### src/rtl/booth8_pp_gen.sv
// Radix-8 Booth front end: latches X/Y, builds 3X, recodes Y into digits
// and streams one signed partial product per cycle with start/done control.
//
// Ports:
//   clk          rising-edge clock
//   rst          synchronous active-low reset
//   go           start request, honoured only in IDLE
//   multiplicand signed X, captured on the go cycle
//   multiplier   signed Y, captured on the go cycle
//   busy         high in every state except IDLE
//   start        one-cycle clear strobe to the adder network
//   done         one-cycle product-valid strobe to the adder network
//   pp           signed partial product d*X (k+3 bits), zero outside ACC
module booth8_pp_gen #(
    parameter int k = 4
) (
    input  logic         clk,
    input  logic         rst,
    input  logic         go,
    input  logic [k-1:0] multiplicand,
    input  logic [k-1:0] multiplier,
    output logic         busy,
    output logic         start,
    output logic         done,
    output logic [k+2:0] pp
);

    localparam int N  = (k + 2) / 3;
    localparam int YE = 3 * N;
    localparam int YW = YE + 1;
    localparam int KE = k + 3;
    localparam int K2 = k + 2;
    localparam int CW = (N > 1) ? $clog2(N) : 1;

    typedef enum logic [1:0] {
        S_IDLE,
        S_START,
        S_ACC,
        S_DONE
    } state_t;

    state_t r_state;
    state_t w_next;

    logic signed [k-1:0]  r_x;
    logic signed [k+1:0]  r_x3;
    logic        [YW-1:0] r_ysr;
    logic        [CW-1:0] r_cnt;

    logic signed [YE-1:0] w_ysext;
    logic signed [k+1:0]  w_x3;
    logic                 w_last;
    logic                 w_pp_en;

    logic        [3:0]    w_grp;
    logic                 w_neg;
    logic        [2:0]    w_g;
    logic        [2:0]    w_mag;
    logic signed [k+2:0]  w_x1;
    logic signed [k+2:0]  w_x2;
    logic signed [k+2:0]  w_x3e;
    logic signed [k+2:0]  w_x4;
    logic signed [k+2:0]  w_sel;
    logic signed [k+2:0]  w_pp;

    // Sign-extend Y to the full digit span so the top digit is correct
    // for negative multipliers without a correction cycle.
    assign w_ysext = YE'($signed(multiplier));
    assign w_x3    = K2'(r_x) + (K2'(r_x) <<< 1);
    assign w_last  = (r_cnt == CW'(N - 1));

    always_ff @(posedge clk) begin
        if (!rst) begin
            r_state <= S_IDLE;
        end else begin
            r_state <= w_next;
        end
    end

    always_comb begin
        w_next  = r_state;
        busy    = 1'b1;
        start   = 1'b0;
        done    = 1'b0;
        w_pp_en = 1'b0;
        unique case (r_state)
            S_IDLE: begin
                busy = 1'b0;
                if (go) begin
                    w_next = S_START;
                end
            end
            S_START: begin
                start  = 1'b1;
                w_next = S_ACC;
            end
            S_ACC: begin
                w_pp_en = 1'b1;
                if (w_last) begin
                    w_next = S_DONE;
                end
            end
            S_DONE: begin
                done   = 1'b1;
                w_next = S_IDLE;
            end
            default: begin
                w_next = S_IDLE;
            end
        endcase
    end

    always_ff @(posedge clk) begin
        if (!rst) begin
            r_x   <= '0;
            r_x3  <= '0;
            r_ysr <= '0;
            r_cnt <= '0;
        end else begin
            unique case (r_state)
                S_IDLE: begin
                    if (go) begin
                        r_x   <= multiplicand;
                        r_ysr <= {w_ysext, 1'b0};
                    end
                end
                S_START: begin
                    r_x3  <= w_x3;
                    r_cnt <= '0;
                end
                S_ACC: begin
                    r_ysr <= YW'($signed(r_ysr) >>> 3);
                    r_cnt <= r_cnt + 1'b1;
                end
                default: begin
                end
            endcase
        end
    end

    // Digit recode: for a negative group the magnitude is the weighted
    // sum of the inverted low bits (4 - 2*b2 - b1 - b0).
    assign w_grp = r_ysr[3:0];
    assign w_neg = w_grp[3];
    assign w_g   = w_neg ? ~w_grp[2:0] : w_grp[2:0];
    assign w_mag = 3'({w_g[2], w_g[1]}) + 3'(w_g[0]);

    assign w_x1  = KE'(r_x);
    assign w_x2  = w_x1 <<< 1;
    assign w_x4  = w_x1 <<< 2;
    assign w_x3e = KE'(r_x3);

    always_comb begin
        w_sel = '0;
        unique case (1'b1)
            (w_mag == 3'd1): w_sel = w_x1;
            (w_mag == 3'd2): w_sel = w_x2;
            (w_mag == 3'd3): w_sel = w_x3e;
            (w_mag == 3'd4): w_sel = w_x4;
            default:         w_sel = '0;
        endcase
    end

    // k+3 bits hold +2^(k+1), so -4 * (most negative X) negates cleanly.
    assign w_pp = w_neg ? -w_sel : w_sel;
    assign pp   = w_pp_en ? w_pp : '0;

endmodule

### config.mk
export PLATFORM = sky130hd
export DESIGN_NAME = booth8_pp_gen
export DESIGN_NICKNAME = d
export VERILOG_FILES = /design/src/rtl/booth8_pp_gen.sv
export SDC_FILE = /design/constraint.sdc
export NUM_CORES = 1
export LEC_CHECK = 0
export ABC_AREA = 1
export CORE_MARGIN = 5
export CORE_UTILIZATION = 56
export DETAILED_ROUTE_END_ITERATION = 10
export GPL_ROUTABILITY_DRIVEN = 0
export GPL_TIMING_DRIVEN = 1
export HOLD_SLACK_MARGIN = 0.05
export PLACE_DENSITY = 0.89
export SYNTH_ARGS = -nofsm -noshare
export SYNTH_HDL_FRONTEND = slang
export SYNTH_SLANG_ARGS = --single-unit
### constraint.sdc
create_clock -name clk -period 3.6 [get_ports clk]
set_clock_uncertainty 0.05 [all_clocks]
set_input_delay 0.36 -clock clk [delete_from_list [all_inputs] [get_ports clk]]
set_output_delay 0.36 -clock clk [all_outputs]
set_load 0.005 [all_outputs]
* Word level (Yosys, flattened, before mapping)
Cells that the tools add are included.
Word-level totals: register bits 20, bits of input ports 11, output and inout port bits 10, logic and storage cells 42
Operators by class: add/subtract/negate cells 4, equal/unequal tests 9, mux-type cells 14, bitwise gates (word level) 2, reduce and logical (&&, ||, !) cells 7
Operators with widths (count):
- 7-bit one-hot mux with 4 select lines | 1
- 7-bit two-way mux | 3
- 7-bit one-hot mux with 2 select lines | 1
- 2-bit one-hot mux with 4 select lines | 1
- 7-bit negator | 1
- 4-bit by 5-bit adder with 6-bit output | 1
- 3-bit by 2-bit equality test with 1-bit output (second input constant) | 2
- 2-bit AND reduction | 3
- 2-bit equality test (second input constant) | 2
- 1-bit two-way mux | 4
- 2-bit two-way mux | 2
- 2-bit != test (second input constant) | 2
- 2-bit nonzero test | 2
- 2-bit by 1-bit adder with 3-bit output | 1
- 3-bit by 1-bit equality test with 1-bit output (second input constant) | 1
- 3-bit equality test (second input constant) | 1
- 3-bit two-way mux | 1
- 3-bit NOT | 1
- 3-bit AND reduction | 1
- 2-bit by 1-bit equality test with 1-bit output (second input constant) | 1
- 2-bit logical NOT | 1
- 1-bit one-hot mux with 2 select lines | 1
- 1-bit adder (second input constant) | 1
- 1-bit NOT | 1

* Depth between registers and ports, before layout
Gate-level depths: netlist of the first run.
word-level depth 8, depth in mapped cells 16, depth with buffers taken out 15

* Least setup slack after synthesis of the first run
Ideal clock, no wire load.
path type flip-flop to output port, start reg r_ysr[3], end out pp[2], arrival time 2.164 ns, data required time 3.190 ns, slack 1.026 ns, cell stages (with the launch flop) 17, path buffers 1, cells stage by stage dfxtp_1 -> clkbuf_8 -> xor2_1 -> ha_1 -> ha_1 -> inv_1 -> nor2_2 -> inv_1 -> nor2_1 -> nand2_1 -> nand2_1 -> nor2_2 -> ha_1 -> inv_1 -> nand2_1 -> o21ai_0 -> a21oi_1
Between the ends: cells in the longest elaborated chain, start to end 7, elaborated cells on any way between the ends 10, those cells by class 2 x add/sub; 4 x eq/ne; 4 x mux
Ends and longest elaborated chain:
- start, declared | RTL line 47 | logic [YW-1:0] r_ysr;
- start signal, assigned | RTL line 124 | r_ysr <= {w_ysext, 1'b0};
- start signal, assigned | RTL line 132 | r_ysr <= YW'($signed(r_ysr) >>> 3);
- 3-bit two-way mux | RTL line 145 | assign w_g = w_neg ? ~w_grp[2:0] : w_grp[2:0];
- 2-bit by 1-bit adder with 3-bit output | RTL line 146 | assign w_mag = 3'({w_g[2], w_g[1]}) + 3'(w_g[0]);
- 3-bit equality test, or another cell as far along | RTL line 159 | (w_mag == 3'd4): w_sel = w_x4;
- 7-bit one-hot mux with 4 select lines | RTL line 155 | unique case (1'b1)
- 7-bit negator | RTL line 165 | assign w_pp = w_neg ? -w_sel : w_sel;
- 7-bit two-way mux (*) | RTL line 165
- 7-bit two-way mux (*) | RTL line 166 | assign pp = w_pp_en ? w_pp : '0;
- end, declared | RTL line 25 | output logic [k+2:0] pp
Every way passes the cells marked *; elsewhere a longest branch is shown, timed or not.

* Worst setup path in the final report of the first run
start reg r_ysr[3], end out pp[6]
The elaborated chain is that of the path after synthesis.

==> qor.csv, run 1 <==
stage;metric;value;unit
placed_design;count_of_buffers_from_port_buffering;20;
run_status;status;finished clean;
power;clk_pwr_share;0.092;
routing;detailroute.wirelength.met3;139;um
cts;htreeDepth;1;
grt;grt_antenna_before_repair;0;
layout;antenna_cells;0;
routing;via_per_inst;5.59;
yosys;synthCells;184;
die;io_pins;21;
cts;clock_sink_count;19;
layout;final-seq-area;387;um^2
hold_path;worstHoldPathType;flop to flop;
power;sw_frac_of_total;0.489;
placed_design;dp_hpwl;2.33;mm
routing;drt_wl_total;2.94;mm
grt;first_global_vias;1219;
layout;finish.instance_area;1530;um^2
worst_setup_path;most_common_cell_on_crit_path;sky130_fd_sc_hd__ha_1;
yosys;mappedNetlistNets;207;
routing;detail_route.wirelength.met1;1.26;mm
worst_setup_path;timing.reg2reg.setup_slack;1750;ps
worst_setup_path;worst_ep_required_time;3190;ps
worst_setup_path;critical_path.endpoint_type;primary output;
power;power.net_switching;575;uW
die;chipWidth;57.7;um
die;die-height;57.7;um
sta;timing.final.hold_violations;0;
sta;worst_margin_pin_slew;487;ps
power;max-vdd-ir-drop;0.000448;V
routing;dr.first_iter.drc_count;56;
routing;antenna_left;0;
routing;vias;1308;
worst_setup_path;buf_inv_on_cp;3;
die;floorplan.initialDensity;0.581;
placed_design;place_area;1490;um^2
cts;cts.hold.buffers_added;0;
layout;final_layout_size_suffix_gt1_frac;0.0922;
routing;detailedRoute.firstPassIterationCount;6;
worst_setup_path;path_cells;xor2_1 > ha_1 > ha_1 > inv_2 > nor2_4 > inv_2 > nor2_1 > nand2_1 > nand2_1 > nor2_2 > ha_1 > nand3_1 > nor2_1 > o22ai_1 > clkdlybuf4s50_1;
layout;n_fill_cell;185;
grt;grt_max_degree;16;
layout;multi_input_area;797;um^2
cts;cts_post_setup_buffers_inserted;0;
yosys;ys_async_sr_fraction;0;
routing;top_signal_layer_used;met4;
layout;mostFrequentLayoutCells;sky130_fd_sc_hd__nand2_1 (36), sky130_fd_sc_hd__nor2_1 (24), sky130_fd_sc_hd__clkdlybuf4s50_1 (20), sky130_fd_sc_hd__inv_1 (19), sky130_fd_sc_hd__o21ai_0 (17);
cts;tritoncts;done;
worst_setup_path;timing.critical_path.slowest_cell_delay;530;ps
layout;syn_to_final_growth;20.1;%
cts;clkSlewWorstSetupHoldPaths;100;ps
yosys;synth_seq_area_share;0.299;
layout;num-nets-final;230;
sta;slew_headroom;0.673;
worst_setup_path;critical-path-slowest-cell;sky130_fd_sc_hd__clkdlybuf4s50_1;
cts;cts_made_buffers;3;
worst_setup_path;criticalPathCategory;flop to primary output;
routing;wire_per_inst;12.6;um
yosys;synth_area_per_cell;6.92;um^2
die;core_region_area;2190;um^2
sta;finalWorstPathRequiredPeriod;3420;ps
grt;grt_first_pass_wirelength;4.92;mm
power;internal-power;601;uW
die;rows;17;
power;cellLeakagePower;0.708;nW
yosys;synth-edff-count;0;
cts;worst_skew_pair_latency;300;ps
cts;worst_case_clock_buffer_depth;2;
layout;layout_commonest_cell;sky130_fd_sc_hd__nand2_1;
power;fin_total_pwr;1.18;mW
layout;finalCoreUtilization;0.697;
sta;final_cycle_utilization_of_the_critical_path;0.951;
sta;timing.fmax;292;MHz
die;fp.dieArea;3330;um^2
yosys;ys_dominant_reg_cell;sky130_fd_sc_hd__dfxtp_1;
yosys;ys_ff_latch;19;
grt;globalRouteTotalUtil;0.184;
yosys;post_synth_instance_area;1270;um^2
sta;grt_setup_unrepaired;no;
yosys;synthDistinctLibCells;27;
run;drv_cap;0;
power;power-per-cell-area;769;nW/um^2
sta;tns;0;ps
worst_setup_path;cp_delay_by_family_top;adder cells;
worst_setup_path;setup.worst_path.start_class;flop;
worst_setup_path;worstPathArrival;3010;ps
grt;global_route.overflow_total;0;
routing;post-route-drc-count;0;
routing;detailroute.wirelength.met2;1.50;mm
worst_setup_path;critical_path_peak_fanout;12;
power;power.share.sequential;0.308;
yosys;ys.warnings.count;0;
sta;final-max-slew-violation-count;0;
sta;timing.final.setup_violations;0;
power;share_comb_of_total_power;0.600;
cts;root_buffer;sky130_fd_sc_hd__clkbuf_4;
[metrics by stage]
step | instances | setup WS, ps | hold slack, ps
floorplan | 184 | 1030 | 410
global placement | 230 | 385 | 436
detailed placement | 230 | 244 | 440
CTS | 234 | 59.6 | 460
global route | 234 | 9.29 | 499
finish | 234 | 177 | 452
[layer usage]
metal  track usage  up-vias
li1              -      651
met5             0        -
met3        0.0334        5
met4        0.0894        0
met1         0.211      607
met2         0.326       45
[worst register-to-register path: stages, from the launching register on]
cell and delay [ps]:
sky130_fd_sc_hd__dfxtp_1 340, sky130_fd_sc_hd__inv_1 120, sky130_fd_sc_hd__ha_1 360, sky130_fd_sc_hd__inv_2 140
sky130_fd_sc_hd__o21ai_1 430, sky130_fd_sc_hd__o21ai_0 150, sky130_fd_sc_hd__a31oi_1 180
[sequential cells by signal, indices dropped and copies added, names as in the netlist]
signal,count
r_x,4
r_ysr,6
r_state,2
r_cnt,1
r_x3,6
[final cells by class]
type / count / area share
multi-input combinational: 141 / 0.522
clock buffer: 4 / 0.0172
inverter: 22 / 0.0541
tap: 28 / 0.0229
sequential: 19 / 0.253
timing repair buffer: 20 / 0.131
[final timing paths]
kind / from / endpoint / cells past startpoint
setup / recovery: r_ysr[3]$_SDFFE_PN0P_ / pp[6] / 15
hold / removal: r_ysr[4]$_SDFFE_PN0P_ / r_ysr[1]$_SDFFE_PN0P_ / 2
setup reg to reg: r_state[0]$_SDFFE_PN0P_ / r_ysr[3]$_SDFFE_PN0P_ / 6
hold reg to reg: r_ysr[4]$_SDFFE_PN0P_ / r_ysr[1]$_SDFFE_PN0P_ / 2
[kinds of logic after synthesis]
group,after synthesis,synth area share
AND/OR/NAND/NOR,82,0.277
AO/OA/AOI/OAI,41,0.174
buffers and inverters,24,0.0787
flip-flops,19,0.299
adder cells (fa/ha/maj),12,0.124
XOR/XNOR,6,0.0472
[cells in the mapped netlist (2+ instances only)]
master / number / area share
sky130_fd_sc_hd__nor2_2: 4 / 0.020
sky130_fd_sc_hd__o21ai_0: 18 / 0.071
sky130_fd_sc_hd__inv_1: 21 / 0.062
sky130_fd_sc_hd__a31oi_1: 4 / 0.020
sky130_fd_sc_hd__xor2_1: 3 / 0.021
sky130_fd_sc_hd__ha_1: 11 / 0.11
sky130_fd_sc_hd__a21oi_1: 14 / 0.055
sky130_fd_sc_hd__nand2_1: 36 / 0.11
sky130_fd_sc_hd__dfxtp_1: 19 / 0.30
sky130_fd_sc_hd__or2_2: 3 / 0.015
sky130_fd_sc_hd__nor2_1: 24 / 0.071
sky130_fd_sc_hd__nand3_1: 10 / 0.039
sky130_fd_sc_hd__nand4_1: 2 / 0.0098
sky130_fd_sc_hd__xnor2_1: 2 / 0.014
[timing repair]
| item | in CTS | in global routing |
|---|---|---|
| resized for setup | 1 | 7 |
| cloned | 0 | 0 |
| pin swaps | 0 | 1 |
| endpoints found under the setup margin | 5 | 6 |
[power groups by stage]
stage | clock, mW | sequential [mW] | combinational [mW]
CTS | 0.108 | 0.358 | 0.689
floorplan | 0 | 0.333 | 0.518
detailed placement | 0 | 0.362 | 0.682
global route | 0.119 | 0.373 | 0.787
global placement | 0 | 0.356 | 0.640
finish | 0.108 | 0.362 | 0.705
Note: power is estimated with default switching activity, not from simulation.
==> run 2, diff against run 1 <==
Settings changed: CTS_CLUSTER_DIAMETER from default to 40, GPL_ROUTABILITY_DRIVEN 0 to default.
==> results of run 2 <==
Final layout, timing and power as in run 1 (identical DEF).
